File: src/rtl/pgc_pkg.sv
// Shared definitions for the power-gate controller: state codes, default
// timing constants and the state-to-output decode used by the controller.
package pgc_pkg;

  typedef enum logic [2:0] {
    ACTIVE  = 3'd0,
    ISOLATE = 3'd1,
    SAVE    = 3'd2,
    SLEEP   = 3'd3,
    WAKE    = 3'd4,
    RESTORE = 3'd5,
    DEISO   = 3'd6
  } pgc_state_t;

  localparam int DEF_IDLE_LIMIT    = 16;
  localparam int DEF_SETTLE_CYCLES = 8;

  typedef struct packed {
    logic sleep;
    logic iso_en;
    logic ret_save;
    logic ret_restore;
    logic pwr_ready;
  } pgc_out_t;

  // Moore output decode; an unknown code decodes like ACTIVE because it recovers there.
  function automatic pgc_out_t decode_outputs(input pgc_state_t st);
    pgc_out_t o;
    o = '0;
    case (st)
      ACTIVE: begin
        o.pwr_ready = 1'b1;
      end
      ISOLATE: begin
        o.iso_en = 1'b1;
      end
      SAVE: begin
        o.iso_en   = 1'b1;
        o.ret_save = 1'b1;
      end
      SLEEP: begin
        o.sleep  = 1'b1;
        o.iso_en = 1'b1;
      end
      WAKE: begin
        o.iso_en = 1'b1;
      end
      RESTORE: begin
        o.iso_en      = 1'b1;
        o.ret_restore = 1'b1;
      end
      DEISO: begin
        o.pwr_ready = 1'b0;
      end
      default: begin
        o.pwr_ready = 1'b1;
      end
    endcase
    return o;
  endfunction

endpackage

File: src/rtl/pgc_timer.sv
// Loadable 8-bit down-counter with a done flag; stops at zero rather than wrapping.
module pgc_timer
  import pgc_pkg::*;
(
  input  logic       clk,
  input  logic       rst,
  input  logic       load,
  input  logic [7:0] load_val,
  input  logic       en,
  output logic       done
);

  logic [7:0] count_r;

  // Load has priority over counting; the count saturates at zero.
  always_ff @(posedge clk or posedge rst) begin
    if (rst) begin
      count_r <= 8'd0;
    end else if (load) begin
      count_r <= load_val;
    end else if (en && (count_r != 8'd0)) begin
      count_r <= count_r - 8'd1;
    end else begin
      count_r <= count_r;
    end
  end

  assign done = (count_r == 8'd0);

endmodule

File: src/rtl/power_gate_ctrl.sv
// MTCMOS power-gate sequencer: isolate, save, sleep, settle, restore, de-isolate,
// with abort back through DEISO when the domain is needed before sleep is asserted.
module power_gate_ctrl
  import pgc_pkg::*;
#(
  parameter int IDLE_LIMIT    = DEF_IDLE_LIMIT,
  parameter int SETTLE_CYCLES = DEF_SETTLE_CYCLES
) (
  input  logic       clk,
  input  logic       rst,
  input  logic       sleep_en,
  input  logic       activity,
  input  logic       wake_req,
  output logic       sleep,
  output logic       iso_en,
  output logic       ret_save,
  output logic       ret_restore,
  output logic       pwr_ready,
  output logic [2:0] state_o
);

  localparam logic [7:0] IDLE_LAST   = 8'(IDLE_LIMIT - 1);
  localparam logic [7:0] SETTLE_LOAD = 8'(SETTLE_CYCLES - 1);

  pgc_state_t state_r;
  pgc_state_t state_s;
  logic [7:0] idle_cnt_r;
  logic [7:0] idle_cnt_s;
  pgc_out_t   out_r;
  logic       idle_cond_s;
  logic       wake_ev_s;
  logic       timer_load_s;
  logic       timer_en_s;
  logic       timer_done_s;

  assign idle_cond_s = sleep_en & ~activity & ~wake_req;
  assign wake_ev_s   = wake_req | activity;

  // The timer is loaded with SETTLE_CYCLES-1 on WAKE entry so WAKE spans SETTLE_CYCLES cycles.
  pgc_timer u_settle (
    .clk      (clk),
    .rst      (rst),
    .load     (timer_load_s),
    .load_val (SETTLE_LOAD),
    .en       (timer_en_s),
    .done     (timer_done_s)
  );

  // Next-state, idle-count and settle-timer control.
  always_comb begin
    state_s      = state_r;
    idle_cnt_s   = 8'd0;
    timer_load_s = 1'b0;
    timer_en_s   = 1'b0;
    case (state_r)
      ACTIVE: begin
        if (idle_cond_s) begin
          if (idle_cnt_r == IDLE_LAST) begin
            state_s    = ISOLATE;
            idle_cnt_s = 8'd0;
          end else begin
            state_s    = ACTIVE;
            idle_cnt_s = idle_cnt_r + 8'd1;
          end
        end else begin
          state_s    = ACTIVE;
          idle_cnt_s = 8'd0;
        end
      end
      ISOLATE: begin
        if (wake_ev_s) begin
          state_s = DEISO;
        end else begin
          state_s = SAVE;
        end
      end
      SAVE: begin
        if (wake_ev_s) begin
          state_s = DEISO;
        end else begin
          state_s = SLEEP;
        end
      end
      SLEEP: begin
        if (wake_ev_s) begin
          state_s      = WAKE;
          timer_load_s = 1'b1;
        end else begin
          state_s = SLEEP;
        end
      end
      WAKE: begin
        if (timer_done_s) begin
          state_s = RESTORE;
        end else begin
          state_s    = WAKE;
          timer_en_s = 1'b1;
        end
      end
      RESTORE: begin
        state_s = DEISO;
      end
      DEISO: begin
        state_s = ACTIVE;
      end
      default: begin
        state_s = ACTIVE;
      end
    endcase
  end

  // State, idle count and outputs register together so outputs change with the state.
  always_ff @(posedge clk or posedge rst) begin
    if (rst) begin
      state_r    <= ACTIVE;
      idle_cnt_r <= 8'd0;
      out_r      <= decode_outputs(ACTIVE);
    end else begin
      state_r    <= state_s;
      idle_cnt_r <= idle_cnt_s;
      out_r      <= decode_outputs(state_s);
    end
  end

  assign sleep       = out_r.sleep;
  assign iso_en      = out_r.iso_en;
  assign ret_save    = out_r.ret_save;
  assign ret_restore = out_r.ret_restore;
  assign pwr_ready   = out_r.pwr_ready;
  assign state_o     = state_r;

endmodule

File: config.mk
export PLATFORM = sky130hd
export DESIGN_NAME = power_gate_ctrl
export DESIGN_NICKNAME = d
export VERILOG_FILES = /design/src/rtl/pgc_pkg.sv /design/src/rtl/pgc_timer.sv /design/src/rtl/power_gate_ctrl.sv
export SDC_FILE = /design/constraint.sdc
export NUM_CORES = 1
export LEC_CHECK = 0
export ABC_AREA = 1
export BUFFER_PORTS_ARGS = -buffer_cell sky130_fd_sc_hd__buf_2
export CAP_MARGIN = 20
export CORE_UTILIZATION = 57
export DETAILED_ROUTE_END_ITERATION = 16
export PLACE_DENSITY = 0.77
export SETUP_SLACK_MARGIN = 0.15
export SYNTH_ARGS = -nofsm -noshare
export SYNTH_HDL_FRONTEND = slang
export SYNTH_SLANG_ARGS = --single-unit
File: constraint.sdc
create_clock -name clk -period 1.9 [get_ports clk]
set_input_delay 0.19 -clock clk [delete_from_list [all_inputs] [get_ports clk]]
set_output_delay 0.19 -clock clk [all_outputs]
set_load 0.03 [all_outputs]
# == Word-level counts from Yosys, hierarchy flattened ==
# Index checks and enable logic that the tools add are counted.
# word_totals
wordCells,55
output_inout_bits,8
ff_bits,24
# classes
n_reduce_logical,7
n_eq_ne,12
add_sub_neg,2
bitwise_logic,5
n_mux,21
# op_table
op,count
$mux 8,5
$pmux 3 s6,1
$eq 3x3->1 const B,5
$eq 3x2->1 const B,4
$mux 3,4
$mux 1,11
$add 8x1->8 const B,1
$eq 8x4->1 const B,1
$logic_not 8->1,1
$reduce_bool 8->1,1
$sub 8x1->8 const B,1
$eq 3x1->1 const B,2
$reduce_or 6->1,1
$reduce_or 5->1,1
$logic_not 3->1,1
$and 1x1->1,2
$not 1->1,2
$reduce_bool 2->1,1
$logic_and 1x1->1,1
$or 1x1->1,1

# == Longest topological paths before layout ==
# Gate-level depths: netlist (run 1).
# depth
ltp_word,8
ltp_mapped,8
ltp_nobuf,8

# == Cells and area by module ==
# Synthesis (run 1) repeated with hierarchy kept, for this count alone.
# hier_totals
hier_cells,191
area_unflattened_um2,1438.9
# modules_own_cells
module,cells_each,area_per_inst_um2,seq_area_each_um2,n_inst
power_gate_ctrl,100,805.8,401.6,1
pgc_timer,91,633.1,200.2,1

# == Worst setup path before layout (run 1) ==
# No wires, ideal clock.
# synth_timing
path_kind,reg-to-reg
startpoint,register u_settle.count_r[0]
endpoint,register u_settle.count_r[2]
path_buffers,0
t_arrival_ns,1.195
stages_incl_launch_ff,8
required_time_ns,1.772
path_slack_ns,0.578
cell_sequence,dfrtp_1 -> inv_1 -> ha_1 -> nand3_1 -> nor2_2 -> nor2_8 -> nand3b_1 -> nand3_1
# synth_between
elab_chain_len,5
word_cells_on_any_way,9
cone_classes,add/sub: 1; mux: 4; reduce/logical: 4
# synth_lines
item,line,source
"start, declared",pgc_timer.sv:13,logic [7:0] count_r;
"start signal, assigned",pgc_timer.sv:20,count_r <= load_val;
"start signal, assigned",pgc_timer.sv:22,count_r <= count_r - 8'd1;
"start signal, assigned",pgc_timer.sv:24,count_r <= count_r;
branches (longest 5 deep; another with $sub 8x1->8),--,
# Several ways; the timed one is not identified. The select of a mux whose other input is x is not followed.
# A chain may end at the register's enable or synchronous reset.

# == Worst setup path in the final report (run 1) ==
# layout_timing
startpoint,register u_settle.count_r[0]
endpoint,register u_settle.count_r[7]
# Same word-level chain as after synthesis.

==> impl_metrics.tcl, run 1 <==
set metrics [dict create \
    status "finished clean" \
    p_leak_nw 0.752 \
    core_area_um2 2040 \
    power.density_nw_per_um2 1320 \
    cts_tree "yes" \
    grt_pass1_vias 987 \
    crit_buf_inv 2 \
    drc 0 \
    rsz0062_at_grt "no" \
    clk_latency_ns 0.33 \
    critPathLaunchType "flip-flop" \
    root_buffer "clkbuf_4" \
    area_delta_synth_final_pct 10.7 \
    critical_path.cell_chain "inv_1, ha_1, nand3_1, o21ai_2, nand2_2, inv_2, nand2_1, nand2_1" \
    p_int_mw 1.02 \
    fp.dieH_um 49.6 \
    diodes 0 \
    synth_top_area_frac 0.446 \
    hold_viol 0 \
    drt-vias-per-instance 5.12 \
    p_sw_uw 868 \
    cts_buffer_depth 2 \
    vias 1050 \
    clkTransAtPathRegs_ns 0.12 \
    grt_antenna_before_repair 0 \
    io_buffers 12 \
    place_inst 200 \
    critical_path_class "reg2reg" \
    fp-row-count 16 \
    syn_area_per_cell_um2 8.06 \
    fin_tns_setup_ns 0 \
    fmax_ghz 0.688 \
    die_w_um 49.6 \
    netlist_area_um2 1290 \
    min_path_type "in2reg" \
    power_frac_seq 0.392 \
    skew_ns 0.00695 \
    arrival_ns 1.72 \
    max-vdd-ir-drop_mv 1.13 \
    dpl.hpwl_um 1730 \
    wl_um 2300 \
    tightestPinTransition_ns 0.300 \
    overflow 0 \
    io_pins 13 \
    routedWlPerCell_um 11.2 \
    cap_viol_max_count 0 \
    dr.pass1.iters 4 \
    relSlewSlack 0.800 \
    cts_max_level 1 \
    die-area_um2 2460 \
    pwr-share-comb 0.482 \
    nets 187 \
    p_sw_frac 0.459 \
    instances_no_fill 205 \
    slew_violations 0 \
    grt_pass1_wl_um 4170 \
    yosys_warnings 0 \
    antenna_left 0 \
    fin_crit_ns 1.45 \
    critical_path_required_ns 2.17 \
    cp-end-kind "flip-flop" \
    yosys-top-cells-area "dfrtp_1 45%, nand2_1 11%, nor2_1 5.5%, inv_1 5.2%, nor2_2 4.4%" \
    critPathMaxFanout 6 \
    synthDistinctLibCells 23 \
    start_util 0.632 \
    ys_seq_area_frac 0.467 \
    track_usage 0.222 \
    cp_slowest_cell "dfrtp_1" \
    crit_path_frequent_cell "nand2_1" \
    power.share.clock 0.126 \
    drtIter0Drc 33 \
    synth_top_area_cell "dfrtp_1" \
    drive_gt1_frac 0.253 \
    grt_start_max_net_pins 25 \
    period_share 0.765 \
    numCtsBuffers 3 \
    syn_nets 168 \
    yosys_register_bits 24 \
    clock_sinks 24 \
    cp_top_family "flip-flops" \
    slowest_delay_ns 0.40 \
    post-route-util 0.699 \
    syn_inst 160 \
    whs_ns 0.156 \
    gp_congestion 0.906 \
    setup_violations 0 \
]
==> area by class of cell <==
cell class	instances	area [um^2]
fillers	173	614
flip-flops and latches	24	602
multi-input cells	112	598
inverters	24	90.1
repair buffers	14	77.6
well taps	27	33.8
clock buffers	4	26.3
==> cells by family after synthesis <==
kind of cell,count (synthesis),synth area share
xor gates and xnor gates,1,0.00679
and+or+nand+nor,98,0.381
DFF,24,0.467
adders and majority gates,3,0.0291
AOI/OAI and AO/OA,10,0.0466
buffers and inverters,24,0.0698
==> what timing repair did <==
action	4_1_cts	5_1_grt
buffers inserted	0	0
gates resized for setup	0	0
hold buffers	1	0
endpoints found under the hold margin	23	0
endpoints found under the setup margin	0	0
==> worst paths after layout <==
path                       slack, ns                         endpoint  cells after the start                       startpoint
max                             0.45  u_settle.count_r[7]$_DFFE_PP0P_                      8  u_settle.count_r[0]$_DFFE_PP0P_
min in group asynchronous       0.44             state_o[1]$_DFF_PP0_                      4                              rst
max in group asynchronous       1.16              pwr_ready$_DFF_PP1_                      4                              rst
min                             0.16               ret_save$_DFF_PP0_                      4                         wake_req
max reg2reg                     0.45  u_settle.count_r[7]$_DFFE_PP0P_                      8  u_settle.count_r[0]$_DFFE_PP0P_
min reg2reg                     0.46          idle_cnt_r[0]$_DFF_PP0_                      1          idle_cnt_r[0]$_DFF_PP0_
==> registers in the layout, indices dropped and copies added, names as in the netlist <==
signal            cells
ret_restore           1
sleep                 1
ret_save              1
idle_cnt_r            8
u_settle.count_r      8
pwr_ready             1
state_o               3
iso_en                1
==> cells in the final DEF (no fill, tap or decap), types with 3 or more instances in the layout <==
cell type,count
nor3_1,3
nand4_1,5
ha_1,3
buf_2,12
nand2_1,38
inv_1,18
dfrtp_1,23
o21ai_1,3
nor2_2,9
nand3_1,11
nor2_4,3
clkbuf_4,3
nand2_2,5
nor2_1,19
inv_2,6
==> power groups by stage <==
stage                     Clock (mW)  Sequential, mW  Combinational (mW)
final                          0.238           0.742               0.911
after global routing           0.259           0.761                1.03
after CTS                      0.247           0.740               0.914
after detailed placement           0           0.752               0.909
after global placement             0           0.750               0.877
after floorplan                    0           0.825               0.639
==> stage by stage <==
stage	cell area, um^2	total power [mW]	worst slack, ns
after global placement	1390	1.63	0.520
final	1430	1.89	0.447
after detailed placement	1390	1.66	0.482
after floorplan	1290	1.46	0.578
after global routing	1430	2.05	0.272
after CTS	1430	1.90	0.455
==> synthesized netlist by cell type, drive strengths merged <==
master,n
a21oi,2
dfrtp,23
dfstp,1
ha,3
inv,24
nand2,43
nand3,13
nand3b,1
nand4,5
nor2,32
nor3,3
nor3b,1
o211ai,1
o21ai,7
xor2,1
==> worst register-to-register path: stages, from the launching register on <==
cell and delay [ns]:
dfrtp_1 0.40, inv_1 0.14, ha_1 0.19, nand3_1 0.13, o21ai_2 0.25, nand2_2 0.12
inv_2 0.07, nand2_1 0.04, nand2_1 0.06
==> per-layer routing <==
metal | GRT usage | vias to the layer above | part of all wire
li1 | - | 538 | -
met1 | 0.305 | 482 | 0.48
met2 | 0.349 | 25 | 0.46
met3 | 0.0278 | 5 | 0.037
met4 | 0.100 | 0 | 0.021
met5 | 0 | - | 0
(Power assumes the default switching activity.)
==> run 2, diff against run 1 <==
clock period = 1.4 ns   (was 1.9 ns; I/O delays follow)
==> run 2 against run 1 <==
Sequential share of layout area shrank 6.5 points. First-iteration DRC count grew 67%. Maximum frequency grew 5.4%. Clock power grew 55%. Count of clock-buffer cells in the layout is the same. Die area is the same. Worst hold slack gained 0.0065 ns. Routed wire length grew 51%. Critical path type unchanged. Via count grew 21%. Final area grew 19%. Cell count grew 7.8%.
==> impl_metrics.tcl, run 2 (same netlist as run 1, synthesis figures left out) <==
set metrics [dict create \
    status "finished clean" \
    io_pins 13 \
    antenna_left 0 \
    skew_ns 0.0105 \
    overflow 0 \
    dr.pass1.iters 4 \
    crit_buf_inv 1 \
    slowest_delay_ns 0.43 \
    layout_commonest_cell "nand2_1" \
    nets 203 \
    critPathMaxFanout 4 \
    gp_congestion 0.943 \
    whs_ns 0.162 \
    cts_max_level 1 \
    io_buffers 12 \
    p_leak_nw 0.861 \
    cp-end-kind "flip-flop" \
    numCtsBuffers 3 \
    critical_path_required_ns 1.61 \
    period_share 0.985 \
    drc 0 \
    reg2regPathDepth 6 \
    critPathLaunchType "flip-flop" \
    regArea_um2 606 \
    hold_depth 4 \
    fp.dieH_um 49.6 \
    clk_latency_ns 0.31 \
    arrival_ns 1.59 \
    track_usage 0.265 \
    worstHoldEndpoint "ret_save$_DFF_PP0_" \
    rsz0062_at_grt "yes" \
    clock_sinks 24 \
    rr_startpoint "u_settle.count_r[0]$_DFFE_PP0P_" \
    grt_start_max_net_pins 25 \
    grt_pass1_wl_um 4890 \
    min_path_type "in2reg" \
    cap_viol_max_count 0 \
    power.density_nw_per_um2 1940 \
    critical_path.cell_chain "inv_2, ha_4, nand3_4, o21ai_4, nand2_1, o211ai_1" \
    cts_tree "yes" \
    fin_crit_ns 1.38 \
    routedWlPerCell_um 15.7 \
    cts_buffer_depth 2 \
    grt_antenna_before_repair 0 \
    fp-row-count 16 \
    clkTransAtPathRegs_ns 0.14 \
    tightestPinTransition_ns 0.300 \
    multiInputGateArea_um2 732 \
    slew_violations 0 \
    vias 1269 \
    cp_top_family "flip-flops" \
    drtIter0Drc 55 \
    final_cell_mix "37 x nand2_1, 20 x dfrtp_1, 16 x nor2_1, 16 x buf_4, 14 x inv_1" \
    setup_violations 0 \
    wl_um 3480 \
    cp_slowest_cell "dfrtp_1" \
    grt_pass1_vias 1136 \
    hold_viol 0 \
    fmax_ghz 0.725 \
    critPathLaunch "u_settle.count_r[0]$_DFFE_PP0P_" \
    p_total_mw 3.30 \
    start_util 0.632 \
    area_delta_synth_final_pct 31.7 \
    relSlewSlack 0.800 \
    pre_cts_ws_ns 0.0246 \
    die_w_um 49.6 \
    root_buffer "clkbuf_4" \
    dpl.hpwl_um 1820 \
    max-vdd-ir-drop_mv 1.55 \
    min_from "wake_req" \
    r2r-end "u_settle.count_r[1]$_DFFE_PP0P_" \
    diodes 0 \
    post-route-util 0.832 \
    fillers 114 \
    fin_ws_ns 0.0216 \
    fin_tns_setup_ns 0 \
    drive_gt1_frac 0.423 \
    r2r_slack_ns 0.02 \
    critical_path_class "reg2reg" \
    core_area_um2 2040 \
    drt-vias-per-instance 5.74 \
    die-area_um2 2460 \
]
## run 2: changes by cell type in the layout (fill, tap and decap cells not counted), sizes merged
cell,previous run,this run
buf,13,29
## run 2: final cells by class
class | instances | share of cell area
well taps | 27 | 0.0199
multi-input cells | 112 | 0.431
clock buffers | 4 | 0.0214
repair buffers | 30 | 0.119
inverters | 24 | 0.0530
flip-flops and latches | 24 | 0.356
## run 2: worst max-delay path by stage
stage                                       to  cells past startpoint
2_1_floorplan  u_settle.count_r[2]$_DFFE_PP0P_                      8
3_5_place_dp   u_settle.count_r[7]$_DFFE_PP0P_                      8
4_1_cts        u_settle.count_r[5]$_DFFE_PP0P_                      6
5_1_grt        u_settle.count_r[0]$_DFFE_PP0P_                      7
6_report       u_settle.count_r[1]$_DFFE_PP0P_                      6
3_3_place_gp   u_settle.count_r[7]$_DFFE_PP0P_                      8
## run 2: report_power, final
part / internal (mW) / switching [mW]
Clock: 0.159 / 0.210
Combinational: 0.700 / 1.18
Sequential: 0.876 / 0.170
## run 2: per-stage QoR
step | cell area [um^2] | std cells
after floorplan | 1300 | 160
after global placement | 1410 | 200
after detailed placement | 1410 | 200
after CTS | 1570 | 215
after global routing | 1700 | 221
final | 1700 | 221
## run 2: worst reg2reg max path, stage by stage, from the launching register on
cell and delay, ns:
dfrtp_1 0.43, inv_2 0.11, ha_4 0.16, nand3_4 0.11, o21ai_4 0.22, nand2_1 0.12, o211ai_1 0.14
## run 2: timing repair
action / 4_1_cts / 5_1_grt
endpoints found under the setup margin: 13 / 19
endpoints found under the hold margin: 23 / 0
cloned: 0 / 0
hold buffers: 1 / 0
pin swaps: 9 / 6
setup buffers: 10 / 6
gates resized for setup: 10 / 19
## run 2: metal layers
metal	track usage	wire length (um)	vias to the layer above
met4	0.0952	195	0
met2	0.428	1740	67
met1	0.362	1320	597
li1	-	-	579
met5	0	0	-
met3	0.0370	213	26
==> run 3, diff against run 2 <==
ABC_AREA = 0   (was 1)
CORE_UTILIZATION = 56   (was 57)
==> run 3 against run 2 <==
The flow now finishes with violations (setup timing). Cell count down 4.1%. Clock power rose by 40%. Count of clock-buffer cells in the layout down 1. Worst hold slack lost 0.022 ns. Maximum frequency down 25%. Via count up 15%. Critical path type unchanged. Largest power group unchanged.
==> impl_metrics.tcl, run 3 <==
set metrics [dict create \
    status "finished, violations left" \
    failed_checks "setup timing" \
    synth_edf_count 0 \
    final_cell_mix "41 x buf_4, 21 x dfrtp_1, 18 x nor2_1" \
    yosys-top-cells-area "dfrtp_1 49%, nor2_1 7.6%, xor2_1 3.7%, ha_1 3.2%, a21oi_1 3.0%" \
    fp.dieH_um 47.9 \
    tightestPinTransition_ns 0.429 \
    critPathLaunchType "flip-flop" \
    fin_ws_ns -0.430 \
    place_inst 196 \
    min_path_type "in2reg" \
    min_from "activity" \
    layout_commonest_cell "buf_4" \
    p_leak_nw 0.852 \
    cap_viol_max_count 0 \
    syn_inst 123 \
    post-route-util 0.960 \
    dpl.hpwl_um 2080 \
    root_buffer "clkbuf_4" \
    diodes 0 \
    numCtsBuffers 3 \
    start_util 0.601 \
    yosysMostFrequentCell "nor2_1" \
    yosys_warnings 0 \
    vias 1464 \
    cts_tree "yes" \
    ys_async_sr_fraction 1.00 \
    max-vdd-ir-drop_mv 1.92 \
    synth_commonest_cells "24 x nor2_1, 23 x dfrtp_1, 8 x inv_1" \
    clkTransAtPathRegs_ns 0.16 \
    design_area_um2 1880 \
    cp-end-kind "flip-flop" \
    critPathMaxFanout 6 \
    drc 0 \
    grt_pass1_wl_um 5580 \
    fmax_ghz 0.546 \
    rr_startpoint "u_settle.count_r[1]$_DFFE_PP0P_" \
    synthDistinctLibCells 32 \
    arrival_ns 2.11 \
    grt_antenna_before_repair 0 \
    slew_violations 0 \
    io_buffers 12 \
    gp_congestion 0.836 \
    nets 194 \
    wl_um 5330 \
    rsz0062_at_grt "yes" \
    syn_nets 131 \
    antenna_left 0 \
    drt-vias-per-instance 6.91 \
    hold_viol 0 \
    skew_ns 0.0223 \
    clk_latency_ns 0.33 \
    fin_crit_ns 1.83 \
    synth-main-ff-cell "dfrtp_1" \
    fillers 44 \
    netlist_area_um2 1180 \
    grt_start_max_net_pins 25 \
    grt_pass1_vias 1235 \
    routedWlPerCell_um 25.1 \
    place_area_um2 1610 \
    dr.pass1.iters 7 \
    setup_violations 20 \
    syn_area_per_cell_um2 9.59 \
    ys_seq_area_frac 0.510 \
    relSlewSlack 0.711 \
    cts_buffer_depth 2 \
    critPathLaunch "u_settle.count_r[1]$_DFFE_PP0P_" \
    drive_gt1_frac 0.530 \
    cts_max_level 1 \
    synth_top_area_cell "dfrtp_1" \
    die-area_um2 2290 \
    period_share 1.31 \
    die_w_um 47.9 \
    critical_path_required_ns 1.68 \
    clock_sinks 24 \
    track_usage 0.373 \
    core_area_um2 1960 \
    fp-row-count 16 \
    io_pins 13 \
    yosys_register_bits 24 \
    area_delta_synth_final_pct 59.7 \
    instances_no_fill 212 \
    critical_path_class "reg2reg" \
    overflow 0 \
    synth_top_area_frac 0.488 \
    drtIter0Drc 135 \
    power.density_nw_per_um2 2090 \
]
## run 3: logic make-up after synthesis
family / share of synthesized area
AND/OR/NAND/NOR: 0.227
flip-flops: 0.510
AO/OA/AOI/OAI: 0.107
buffers and inverters: 0.0403
XOR/XNOR: 0.0668
adder cells (fa/ha/maj): 0.0318
multiplexers: 0.0170
## run 3: final timing paths
path	endpoint	slack (ns)	depth (start not counted)
max in group asynchronous	pwr_ready$_DFF_PP1_	0.65	4
max reg2reg	u_settle.count_r[1]$_DFFE_PP0P_	-0.43	7
min	ret_save$_DFF_PP0_	0.14	3
min in group asynchronous	u_settle.count_r[7]$_DFFE_PP0P_	0.46	4
max	u_settle.count_r[1]$_DFFE_PP0P_	-0.43	7
min reg2reg	idle_cnt_r[0]$_DFF_PP0_	0.60	2
## run 3: what timing repair did
action / CTS / global route
gates cloned: 0 / 0
hold endpoints to repair: 23 / 0
gates resized for setup: 16 / 19
hold buffers: 1 / 0
setup endpoints to repair: 20 / 24
setup buffers: 9 / 2
pin swaps: 20 / 13
## run 3: layout make-up
cell class / count / area (um^2) / share of cell area
Sequential cell: 24 / 604 / 0.321
Tap cell: 27 / 33.8 / 0.0179
Timing Repair Buffer: 62 / 480 / 0.255
Clock inverter: 1 / 30.0 / 0.0159
Inverter: 8 / 30.0 / 0.0159
Clock buffer: 3 / 22.5 / 0.0120
Multi-Input combinational cell: 87 / 683 / 0.363
## run 3: power breakdown
part	total, mW	switching, mW	internal [mW]
Clock	0.515	0.226	0.289
Combinational	2.36	1.23	1.13
Sequential	1.06	0.164	0.895
Total	3.94	1.62	2.31
## run 3: routing by layer
layer  track usage  vias to the layer above  routed length [um]
met4         0.222                        0                 600
met1         0.386                      663                1710
met3        0.0755                       78                 656
met2         0.684                      178                2360
met5             0                        -                   0
li1              -                      545                   -
## run 3: critical path: stages (launching register included)
cell,delay [ns]
dfrtp_1,0.43
inv_2,0.10
ha_4,0.14
or3b_4,0.43
o21ai_4,0.30
buf_4,0.17
buf_4,0.10
a211o_1,0.11
## run 3: metrics by stage
| stage | TNS, ns | setup slack [ns] | hold slack, ns | total power [mW] |
|---|---|---|---|---|
| floorplan | -4.18 | -0.379 | 0.154 | 1.91 |
| global placement | -3.81 | -0.307 | 0.193 | 2.48 |
| detailed placement | -4.43 | -0.357 | 0.198 | 2.56 |
| CTS | -4.16 | -0.340 | 0.123 | 3.40 |
| global route | -7.58 | -0.518 | 0.177 | 4.05 |
| finish | -6.68 | -0.430 | 0.140 | 3.94 |
